$ cat src/rtl/inst_fetch_pkg.sv
// Shared types and defaults for the instruction-fetch controller.
//   DEPTH_DEF    : default prefetch queue depth
//   ROM_AW       : ROM word-address width
//   RESET_PC_DEF : default fetch PC after reset
//   fetch_entry_t: one queued instruction {pc, inst}
package inst_fetch_pkg;

  localparam int unsigned DEPTH_DEF    = 4;
  localparam int unsigned ROM_AW       = 10;
  localparam logic [31:0] RESET_PC_DEF = 32'h0000_0000;

  typedef struct packed {
    logic [31:0] pc;
    logic [31:0] inst;
  } fetch_entry_t;

endpackage

$ cat src/rtl/fetch_fifo.sv
// Prefetch queue: synchronous FIFO with synchronous flush and async reset.
//   clk, rst : clock, async active-high reset (clears storage)
//   flush    : clear pointers and count; overrides push/pop
//   push/din : write din at the tail
//   pop      : drop the head
//   count    : number of valid entries (0..DEPTH)
//   head     : entry at the read pointer, straight from registers
module fetch_fifo
  import inst_fetch_pkg::*;
#(
  parameter  int unsigned DEPTH = DEPTH_DEF,
  localparam int unsigned PW    = $clog2(DEPTH),
  localparam int unsigned CW    = $clog2(DEPTH + 1)
) (
  input  logic          clk,
  input  logic          rst,
  input  logic          flush,
  input  logic          push,
  input  logic          pop,
  input  fetch_entry_t  din,
  output logic [CW-1:0] count,
  output fetch_entry_t  head
);

  fetch_entry_t  mem [DEPTH];
  logic [PW-1:0] rd_ptr;
  logic [PW-1:0] wr_ptr;
  logic          pop_ok;
  logic          push_ok;

  // Pop only when occupied; push into a full queue only alongside a pop.
  assign pop_ok  = pop && (count != '0);
  assign push_ok = push && ((count != CW'(DEPTH)) || pop_ok);
  assign head    = mem[rd_ptr];

  // Pointers and occupancy; power-of-two depth lets pointers wrap naturally.
  always_ff @(posedge clk or posedge rst) begin
    if (rst) begin
      rd_ptr <= '0;
      wr_ptr <= '0;
      count  <= '0;
    end else if (flush) begin
      rd_ptr <= '0;
      wr_ptr <= '0;
      count  <= '0;
    end else begin
      if (push_ok) wr_ptr <= wr_ptr + PW'(1);
      if (pop_ok)  rd_ptr <= rd_ptr + PW'(1);
      if (push_ok && !pop_ok)      count <= count + CW'(1);
      else if (!push_ok && pop_ok) count <= count - CW'(1);
    end
  end

  // Entry storage.
  always_ff @(posedge clk or posedge rst) begin
    if (rst) begin
      for (int i = 0; i < int'(DEPTH); i++) mem[i] <= '0;
    end else if (push_ok && !flush) begin
      mem[wr_ptr] <= din;
    end
  end

endmodule

$ cat src/rtl/inst_fetch_ctrl.sv
// Instruction-fetch controller: owns the fetch PC, prefetches from the
// combinational ROM into a small queue and hands instructions to decode.
// A debug read port shares the ROM address bus and has priority over fetch.
//   clk, rst          : clock, async active-high reset
//   rom_addr/rom_inst : ROM word address out, instruction word in
//   out_valid/ready   : decode handshake; out_inst/out_pc are the head entry
//   redirect_valid/pc : flush the queue and refetch from redirect_pc
//   dbg_req/addr      : debug ROM read; dbg_ack/dbg_data answer same cycle
module inst_fetch_ctrl
  import inst_fetch_pkg::*;
#(
  parameter int unsigned DEPTH    = DEPTH_DEF,
  parameter logic [31:0] RESET_PC = RESET_PC_DEF
) (
  input  logic              clk,
  input  logic              rst,
  output logic [ROM_AW-1:0] rom_addr,
  input  logic [31:0]       rom_inst,
  output logic              out_valid,
  input  logic              out_ready,
  output logic [31:0]       out_inst,
  output logic [31:0]       out_pc,
  input  logic              redirect_valid,
  input  logic [31:0]       redirect_pc,
  input  logic              dbg_req,
  input  logic [ROM_AW-1:0] dbg_addr,
  output logic              dbg_ack,
  output logic [31:0]       dbg_data
);

  localparam int unsigned CW = $clog2(DEPTH + 1);

  logic [31:0]   fetch_pc;
  logic [CW-1:0] count;
  fetch_entry_t  head;
  fetch_entry_t  push_entry;
  logic          pop;
  logic          push;

  // ROM address arbitration: debug wins, fetch stalls for that cycle.
  assign rom_addr = dbg_req ? dbg_addr : fetch_pc[ROM_AW+1:2];
  assign dbg_ack  = dbg_req;
  assign dbg_data = dbg_req ? rom_inst : 32'h0;

  // A redirect cycle discards the handshake and blocks the push.
  assign out_valid = (count != '0);
  assign pop       = out_valid && out_ready && !redirect_valid;
  assign push      = !dbg_req && !redirect_valid && ((count < CW'(DEPTH)) || pop);

  assign push_entry.pc   = fetch_pc;
  assign push_entry.inst = rom_inst;

  assign out_inst = head.inst;
  assign out_pc   = head.pc;

  // Fetch PC: redirect target (word aligned) or sequential advance per push.
  always_ff @(posedge clk or posedge rst) begin
    if (rst) begin
      fetch_pc <= RESET_PC;
    end else if (redirect_valid) begin
      fetch_pc <= redirect_pc & 32'hFFFF_FFFC;
    end else if (push) begin
      fetch_pc <= fetch_pc + 32'd4;
    end
  end

  fetch_fifo #(
    .DEPTH (DEPTH)
  ) u_fifo (
    .clk   (clk),
    .rst   (rst),
    .flush (redirect_valid),
    .push  (push),
    .pop   (pop),
    .din   (push_entry),
    .count (count),
    .head  (head)
  );

endmodule

$ cat config.mk
export PLATFORM = sky130hd
export DESIGN_NAME = inst_fetch_ctrl
export DESIGN_NICKNAME = d
export VERILOG_FILES = /design/src/rtl/inst_fetch_pkg.sv /design/src/rtl/fetch_fifo.sv /design/src/rtl/inst_fetch_ctrl.sv
export SDC_FILE = /design/constraint.sdc
export NUM_CORES = 1
export LEC_CHECK = 0
export ABC_AREA = 1
export ABC_CLOCK_PERIOD_IN_PS = 21000
export CAP_MARGIN = 20
export CORE_MARGIN = 2
export CORE_UTILIZATION = 45
export CTS_CLUSTER_DIAMETER = 200
export DETAILED_ROUTE_END_ITERATION = 10
export PLACE_DENSITY_LB_ADDON = 0.05
export SLEW_MARGIN = 20
export SYNTH_ARGS = -nofsm -noshare
export SYNTH_HDL_FRONTEND = slang
export SYNTH_SLANG_ARGS = --single-unit
$ cat constraint.sdc
create_clock -name clk -period 21 [get_ports clk]
set_input_delay 4.2 -clock clk [delete_from_list [all_inputs] [get_ports clk]]
set_output_delay 4.2 -clock clk [all_outputs]
set_load 0.005 [all_outputs]
==> metrics list, run 1 <==
* First element of the critical path: dbg_req
* Result of the run: finished clean
- Synthesis produced 1701 cells.
- By startpoint and endpoint, the worst setup path is classified as in -> out.
- STA classifies the critical path startpoint as an input pin.
* Proportion of power drawn by combinational gates: 28.9%
* Num CTS Buffers: 31
* Clock Skew: 0.00874 ns
- After clock tree synthesis, the clock-pin slew on the worst setup and hold paths is 0.06 ns.
* Crit Reg-Reg Startpoint: u_fifo.count[2]$_DFFE_PP0P_
* Critical register-to-register path endpoint: u_fifo.mem[102]$_DFFE_PP0P_
- Setup violations remaining at the end of the flow were counted as 0.
- Distinct cell type count after synthesis: 35
- After layout, the design draws a total of 1.95 mW.
- Congestion Overflow GR: 0
- In the global route stage, overall resource usage came out at 23.3%.
- Data on the critical path is required at its endpoint by 16.80 ns.
* Total Wirelength: 36400 µm
- Of the synthesized area, sequential elements account for 52.3%.
- Net switching fraction of the power: 31.9%
- The congestion estimate from routability-driven global placement came to 0.940.
- Final antenna-violating net count: 0
- Internal power comes to 1.33 mW.
- The worst hold path terminates at u_fifo.mem[191]$_DFFE_PP0P_.
- Walking the worst path, the cells encountered are buf_2, nand2_1, o21ai_0, clkdlybuf4s50_1.
- Of all nets on the critical path, the largest fanout is 55.
- Number of placed instances with taps included: 2172
- Class of the most critical hold timing path: reg -> reg
* Setup crit end kind: primary output
* Setup bufs post-CTS: 0
* Finished Layout Cells: 2229
- Final critical-path required period: 9.97 ns
* Number of vias in the routed layout: 11600
- Before antenna repair, the detailed router went through 5 iterations.
- Power spread over the standard cell area amounts to 119 nW/µm².
- The detailed router finished its first iteration with 1015 violations.
* Maximum number of buffers from clock root to sink: 3
* Vias/cell: 5.21
* Clock group share of total power: 27.3%
- Static power due to leakage: 7.74 nW
* Critical path's slowest cell: sky130_fd_sc_hd__buf_2
* Hold path depth: 2
* Final HPWL from detailed placement: 21100 µm
- CTS Sinks: 285
- Peak clock frequency supported by timing: 0.100 GHz
* Sum of negative setup slack: 0 ns
- The multi-input combinational cells in the finished layout cover a total of 5440 µm².
* FF+latch area: 7140 µm²
- Smallest hold slack: 0.479 ns
- Fill cell total of the finished layout: 2863
- In this run the number of H-tree levels came out at 1.
* Routed wire per std cell: 16.3 µm
- Number of max-slew violations in the final report: 0
* Final hold violation count: 0
- At the later pin of the worst-skew pair, clock insertion delay measures 0.56 ns.
- The number of antenna violations at the first check in global routing is 0.
- Core Footprint: 29700 µm²
* Proportion of layout cells with a drive suffix above 1: 4.95%
- Die span in x: 178 µm
- Maximum single-stage delay on the critical path: 0.76 ns
- Post-CTS Hold Buffers: 0
* Arrival time of data at the critical path endpoint: 5.77 ns
* Slew @ Worst Pin: 1.08 ns
- The die is 178 µm tall.
* TritonCTS clock tree: done
* Worst Reg2Reg Path Length in Cells: 6
- Switching pwr: 623 µW
* Remaining DRCs: 0
- Register bit total from synthesis: 285
- Cells fill 55.2% of the core in the end.
- Part of the total power dissipated in sequential elements: 43.8%
* Setup repair after global routing missed its margin: no
- Post-route design area: 16400 µm²
- Input and output buffers added on the ports amount to 182.
- Final setup margin: 11.03 ns
- After synthesis the cells add up to 13600 µm².
- OpenSTA, run right after detailed placement, puts the worst setup slack at 10.98 ns.
- The die covers 31700 µm².
- During synthesis, Yosys emitted a total of 0 warnings.
- Worst VDD drop: 74.8 µV
- The worst path uses 47.5% of the clock period.
- Row cnt: 63
- The worst hold path begins at u_fifo.mem[191]$_DFFE_PP0P_.
- Antenna Cells: 0
- Global-route wire length before repair: 58900 µm
- Max-cap violation count: 0
- Synth-to-Final Area Change: 20.2%
- Starting Density: 45.9%
- Summing all placed instances gives a cell area of 15400 µm².
* Via count of the first global-routing pass: 11000
- In this run the mean area of a mapped cell was 8.02 µm².
- At the end of the flow, the number of nets in the layout was 1900.
- The worst register-to-register path has a setup slack of 18.64 ns.
- For this design the top-level I/O count stands at 187.
* Pin count of the biggest net entering global routing: 147
- Clock tree synthesis selected as its root buffer the cell sky130_fd_sc_hd__clkbuf_16.
- Gates resized during post-CTS repair numbered 0.
- Headroom to the max-slew limit came out at 28.2%.
power groups by stage:
stage | Sequential [mW] | Combinational, mW | Clock [mW]
floorplan | 0.833 | 0.350 | 0
global placement | 0.855 | 0.560 | 0
detailed placement | 0.860 | 0.569 | 0
CTS | 0.852 | 0.572 | 0.545
global route | 0.879 | 0.644 | 0.571
finish | 0.854 | 0.565 | 0.534
per-layer routing:
metal	wire length, µm	up-vias	track usage, %
met5	0	-	0
met4	532	0	4.75
met3	1880	37	2.73
met2	16600	319	37.5
met1	17400	5463	34.2
li1	-	5792	-
cell families (layout without fill, tap and decap cells):
family / after synthesis / in the layout / synth area share (%)
and+or+nand+nor: 698 / 698 / 20.1
adders and majority gates: 6 / 6 / 0.605
buffers and inverters: 227 / 364 / 7.97
DFF: 285 / 285 / 52.3
xor gates and xnor gates: 3 / 3 / 0.193
other: 1 / 2 / 0.0275
AOI/OAI and AO/OA: 481 / 481 / 18.9
synthesized netlist by cell type:
cell                       count  area (µm²)
sky130_fd_sc_hd__o21ai_0     219        1100
sky130_fd_sc_hd__a21oi_1       7        35.0
sky130_fd_sc_hd__o21ai_4       1        16.3
sky130_fd_sc_hd__buf_4         6        45.0
sky130_fd_sc_hd__inv_2         3        11.3
sky130_fd_sc_hd__buf_2        22         110
sky130_fd_sc_hd__nor2_1      196         736
sky130_fd_sc_hd__buf_1         1        3.75
sky130_fd_sc_hd__fa_1          1        20.0
sky130_fd_sc_hd__conb_1        1        3.75
sky130_fd_sc_hd__inv_1       111         417
sky130_fd_sc_hd__xor2_1        3        26.3
sky130_fd_sc_hd__clkinv_1      2        7.51
sky130_fd_sc_hd__o221ai_1      1        8.76
sky130_fd_sc_hd__nand2_8       3        60.1
sky130_fd_sc_hd__o21ai_2      14         123
sky130_fd_sc_hd__buf_6        21         236
sky130_fd_sc_hd__nor2_4        1        11.3
sky130_fd_sc_hd__nand3_1      40         200
sky130_fd_sc_hd__o22ai_1      63         394
sky130_fd_sc_hd__buf_8         1        15.0
sky130_fd_sc_hd__clkbuf_1     59         221
sky130_fd_sc_hd__o21ai_1     167         836
sky130_fd_sc_hd__a31oi_1       2        12.5
sky130_fd_sc_hd__nand2_2       1        6.26
sky130_fd_sc_hd__nand3b_1      1        7.51
sky130_fd_sc_hd__o21bai_1      1        7.51
sky130_fd_sc_hd__nand2_1     453        1700
sky130_fd_sc_hd__a22oi_1       1        7.51
sky130_fd_sc_hd__dfrtp_1     285        7130
sky130_fd_sc_hd__o211ai_1      5        37.5
sky130_fd_sc_hd__buf_12        1        20.0
sky130_fd_sc_hd__and3_1        1        6.26
sky130_fd_sc_hd__ha_1          5        62.6
sky130_fd_sc_hd__nand4_1       2        12.5
cell type report:
cell class	instances	share of cell area, %
sequential	285	43.5
tap	390	2.98
multi-input combinational	1190	33.2
inverter	116	2.74
clock buffer	40	5.24
clock inverter	17	0.847
timing repair buffer	191	11.5
critical path: cells and delay by family:
kind | cells | cell delay [ns]
and+or+nand+nor | 1 | 0.15
buffers and inverters | 2 | 1.29
AOI/OAI and AO/OA | 1 | 0.13
sequential cells by signal, indices dropped and copies added, names as in the netlist:
register       flops
u_fifo.wr_ptr      2
u_fifo.rd_ptr      2
fetch_pc          30
u_fifo.mem       248
u_fifo.count       3
placed cells by master (no fill, tap or decap), drive strengths merged:
cell type      synthesis  layout
a21oi                  7       7
clkbuf                59      40
nand2                457     457
nand3                 40      40
fa                     1       1
o21ai                401     401
a31oi                  2       2
dfrtp                285     285
clkdlybuf4s50          0     181
bufinv                 0       2
a22oi                  1       1
o211ai                 5       5
inv                  114     115
clkinv                 2      16
o21bai                 1       1
nand3b                 1       1
nor2                 197     197
and3                   1       1
xor2                   3       3
o22ai                 63      63
buf                   52      10
ha                     5       5
o221ai                 1       1
conb                   1       2
nand4                  2       2
how the worst max path moves through the flow:
stage	cells past startpoint	endpoint	slack (ns)
finish	4	rom_addr[9]	11.03
global route	4	rom_addr[9]	10.85
CTS	4	rom_addr[9]	10.98
detailed placement	4	rom_addr[9]	10.98
global placement	4	rom_addr[9]	10.99
floorplan	1	fetch_pc[10]$_DFFE_PP0N_	8.94
Power figures use the tool's default switching activity.
==> run 2: changes to the inputs <==
ABC_CLOCK_PERIOD_IN_PS = 8700   (was 21000)
clock period = 8.7 ns   (was 21 ns; I/O delays follow)
==> run 2 against run 1 <==
  * Total power is 140% higher
  * Clock power increased to 2.5 times the previous value
  * Via count rose by 0.94%
  * Cell area rose by 0.48%
  * Largest power group unchanged
  * Die area unchanged
  * Count of clock-buffer cells in the layout grew 11
  * Final cell count hardly changed
  * Combinational power grew 140%
  * Global-route usage grew 0.083 points
  * Sequential cell count stayed put
==> metrics list, run 2 (synthesis results as in run 1) <==
* First element of the critical path: u_fifo.rd_ptr[0]$_DFFE_PP0P_
* Reg clk slew, reported paths: 0.06 ns
* Most common cell after layout, fill and taps aside: sky130_fd_sc_hd__nand2_1
- Power consumption: 4.78 mW
- The worst hold path passes through 2 cells.
- Via count of the first global-routing pass: 11100
- Instance area after placement: 15400 µm²
* Slew @ Worst Pin: 0.922 ns
- Data required time of the worst path: 6.96 ns
- Total Wirelength: 36500 µm
- For this design, the sink count on the clock tree is 285.
- Number of antenna violations at the first check in global routing: 0
* Final hold violation count: 0
- In this run the horizontal extent of the chip is 178 µm.
- Net count reported at finish: 1902
* Final critical-path required period: 4.99 ns
* Number of placed instances with taps included: 2174
- The number of clock buffers added by TritonCTS is 31.
- After floorplanning, the core was sized to cover 29700 µm².
- Proportion of layout cells with a drive suffix above 1: 4.73%
- Measured on the finished design, the core utilization comes to 55.4%.
- Setup bufs post-CTS: 0
- Across all hold checks on the routed design, the worst slack comes to 0.477 ns.
* Vias/cell: 5.25
- Die Span Y: 178 µm
- Maximum fanout along the worst path: 66
* Max-cap violation count: 0
- Antenna Cells: 0
- For the worst-skew pair, the clock arrives at the later sink with an insertion delay of 0.55 ns.
- Result of the run: finished clean
- The worst path meets setup with 3.71 ns of slack.
- The first global-routing pass estimated 59100 µm of wire.
- Data on the critical path arrives at its endpoint at 3.25 ns.
- Routed wire per std cell: 16.4 µm
- For this run, the top clock speed supported by timing is 0.201 GHz.
- Worst setup path class: reg -> out
* Sum of negative setup slack: 0 ns
- Dividing total power by cell area gives a power density of 290 nW/µm².
- The path class of the tightest hold or removal check is reg -> reg.
- Global routing consumed, over all layers together, 23.4% of the routing resources.
- IR analysis of the VDD net gives a maximum drop of 145 µV.
- Post-CTS Hold Buffers: 0
- Final HPWL from detailed placement: 21400 µm
* Number of vias in the routed layout: 11700
- FF+latch area: 7140 µm²
* List of cells traversed by the critical path: buf_4, o21ai_0, o22ai_1, clkdlybuf4s50_1
* Final number of setup-violating endpoints: 0
- The area growth from synthesis to layout is 20.7%.
* Top library cells by usage in the layout, fill and taps aside: sky130_fd_sc_hd__nand2_1 (453), sky130_fd_sc_hd__dfrtp_1 (283), sky130_fd_sc_hd__o21ai_0 (219)
- Counting the fill cells in the layout gives 2807.
- TritonCTS built the clock tree.
* Clock Skew: 0.00742 ns
* Maximum single-stage delay on the critical path: 0.88 ns
- 187 I/O pins were placed.
* Critical register-to-register path endpoint: u_fifo.mem[68]$_DFFE_PP0P_
* Final Cycle Share: 57.3%
- The worst setup path is launched from a flip-flop.
- Crit Reg-Reg Startpoint: u_fifo.count[2]$_DFFE_PP0P_
* Worst hold start: u_fifo.count[1]$_DFFE_PP0P_
- Routability-driven placement finished with a final weighted congestion of 0.967.
* Worst Reg2Reg Path Length in Cells: 6
* Multi-input combinational cell area: 5440 µm²
- Post-route design area: 16500 µm²
- Total number of H-tree levels: 1
- Setup slack on the worst flop-to-flop path: 6.35 ns
- Worst min-delay path endpoint: u_fifo.count[1]$_DFFE_PP0P_
* Setup repair after global routing missed its margin: no
- Worst slew margin relative to its limit: 38.5%
- The register with the most flip-flops in the layout has 248 of them.
- Among all stages on the critical path, the largest delay is contributed by sky130_fd_sc_hd__dfrtp_4.
* Clock tree root driver cell: sky130_fd_sc_hd__clkbuf_16
- Final antenna-violating net count: 0
- Post-cts gate resize count: 0
* Finished Layout Cells: 2231
- Register containing the most flip-flops in the final layout: u_fifo.mem
- The clock passes through at most 3 buffers.
- Pin count of the biggest net entering global routing: 162
- Prior to clock tree synthesis, the placed netlist has a worst setup slack of 3.62 ns.
- The largest registers in the layout are u_fifo.mem: 248 flops, fetch_pc: 30 flops, u_fifo.count: 3 flops.
* Iteration-0 DRC Markers: 977
- Summed over all cells, the static leakage comes to 7.75 nW.
- After detailed routing, the number of remaining DRC violations is 0.
- The initialized floorplan defines 63 standard-cell rows.
* Number of max-slew violations in the final report: 0
- Setup crit end kind: primary output
* Congestion Overflow GR: 0
- Port Buf Inserts: 182
* First drt pass iteration count: 5
- The die covers 31700 µm².
* Starting Density: 45.9%
## run 2: changes by cell type in the layout (fill, tap and decap cells not counted), sizes merged
cell	delta
buf	+2
bufinv	+1
inv	-1
clkbuf	+11
clkinv	-12
clkinvlp	+1
## run 2: power breakdown
part	internal, mW	switching [mW]
clock	0.827	0.522
combinational	0.653	0.703
sequential	1.81	0.269
total	3.29	1.49
## run 2: layer usage
layer / vias to the layer above / global-route usage, % / part of all wire [%]
met5: - / 0 / 0
met3: 41 / 3.15 / 5.7
li1: 5782 / - / -
met1: 5552 / 34.4 / 48
met4: 0 / 4.71 / 1.7
met2: 345 / 37.3 / 45
## run 2: worst max-delay path, delay by kind of cell (launching register included)
| family | cells | cell delay, ns |
|---|---|---|
| buffers and inverters | 2 | 1.27 |
| DFF | 1 | 0.88 |
| AOI/OAI and AO/OA | 2 | 0.51 |
## run 2: final cells by class
class	count	area share (%)
Multi-Input combinational cell	1190	33.0
Sequential cell	285	43.3
Timing Repair Buffer	193	11.6
Tap cell	390	2.96
Inverter	116	2.67
Clock buffer	51	5.77
Clock inverter	6	0.638
## run 2: worst max path at each step
| stage | slack (ns) | cells past startpoint | to |
|---|---|---|---|
| 6_report | 3.71 | 4 | out_inst[15] |
| 5_1_grt | 3.51 | 4 | out_inst[15] |
| 3_5_place_dp | 3.62 | 4 | rom_addr[9] |
| 4_1_cts | 3.62 | 4 | rom_addr[9] |
| 2_1_floorplan | 3.18 | 1 | fetch_pc[10]$_DFFE_PP0N_ |
| 3_3_place_gp | 3.67 | 4 | rom_addr[8] |
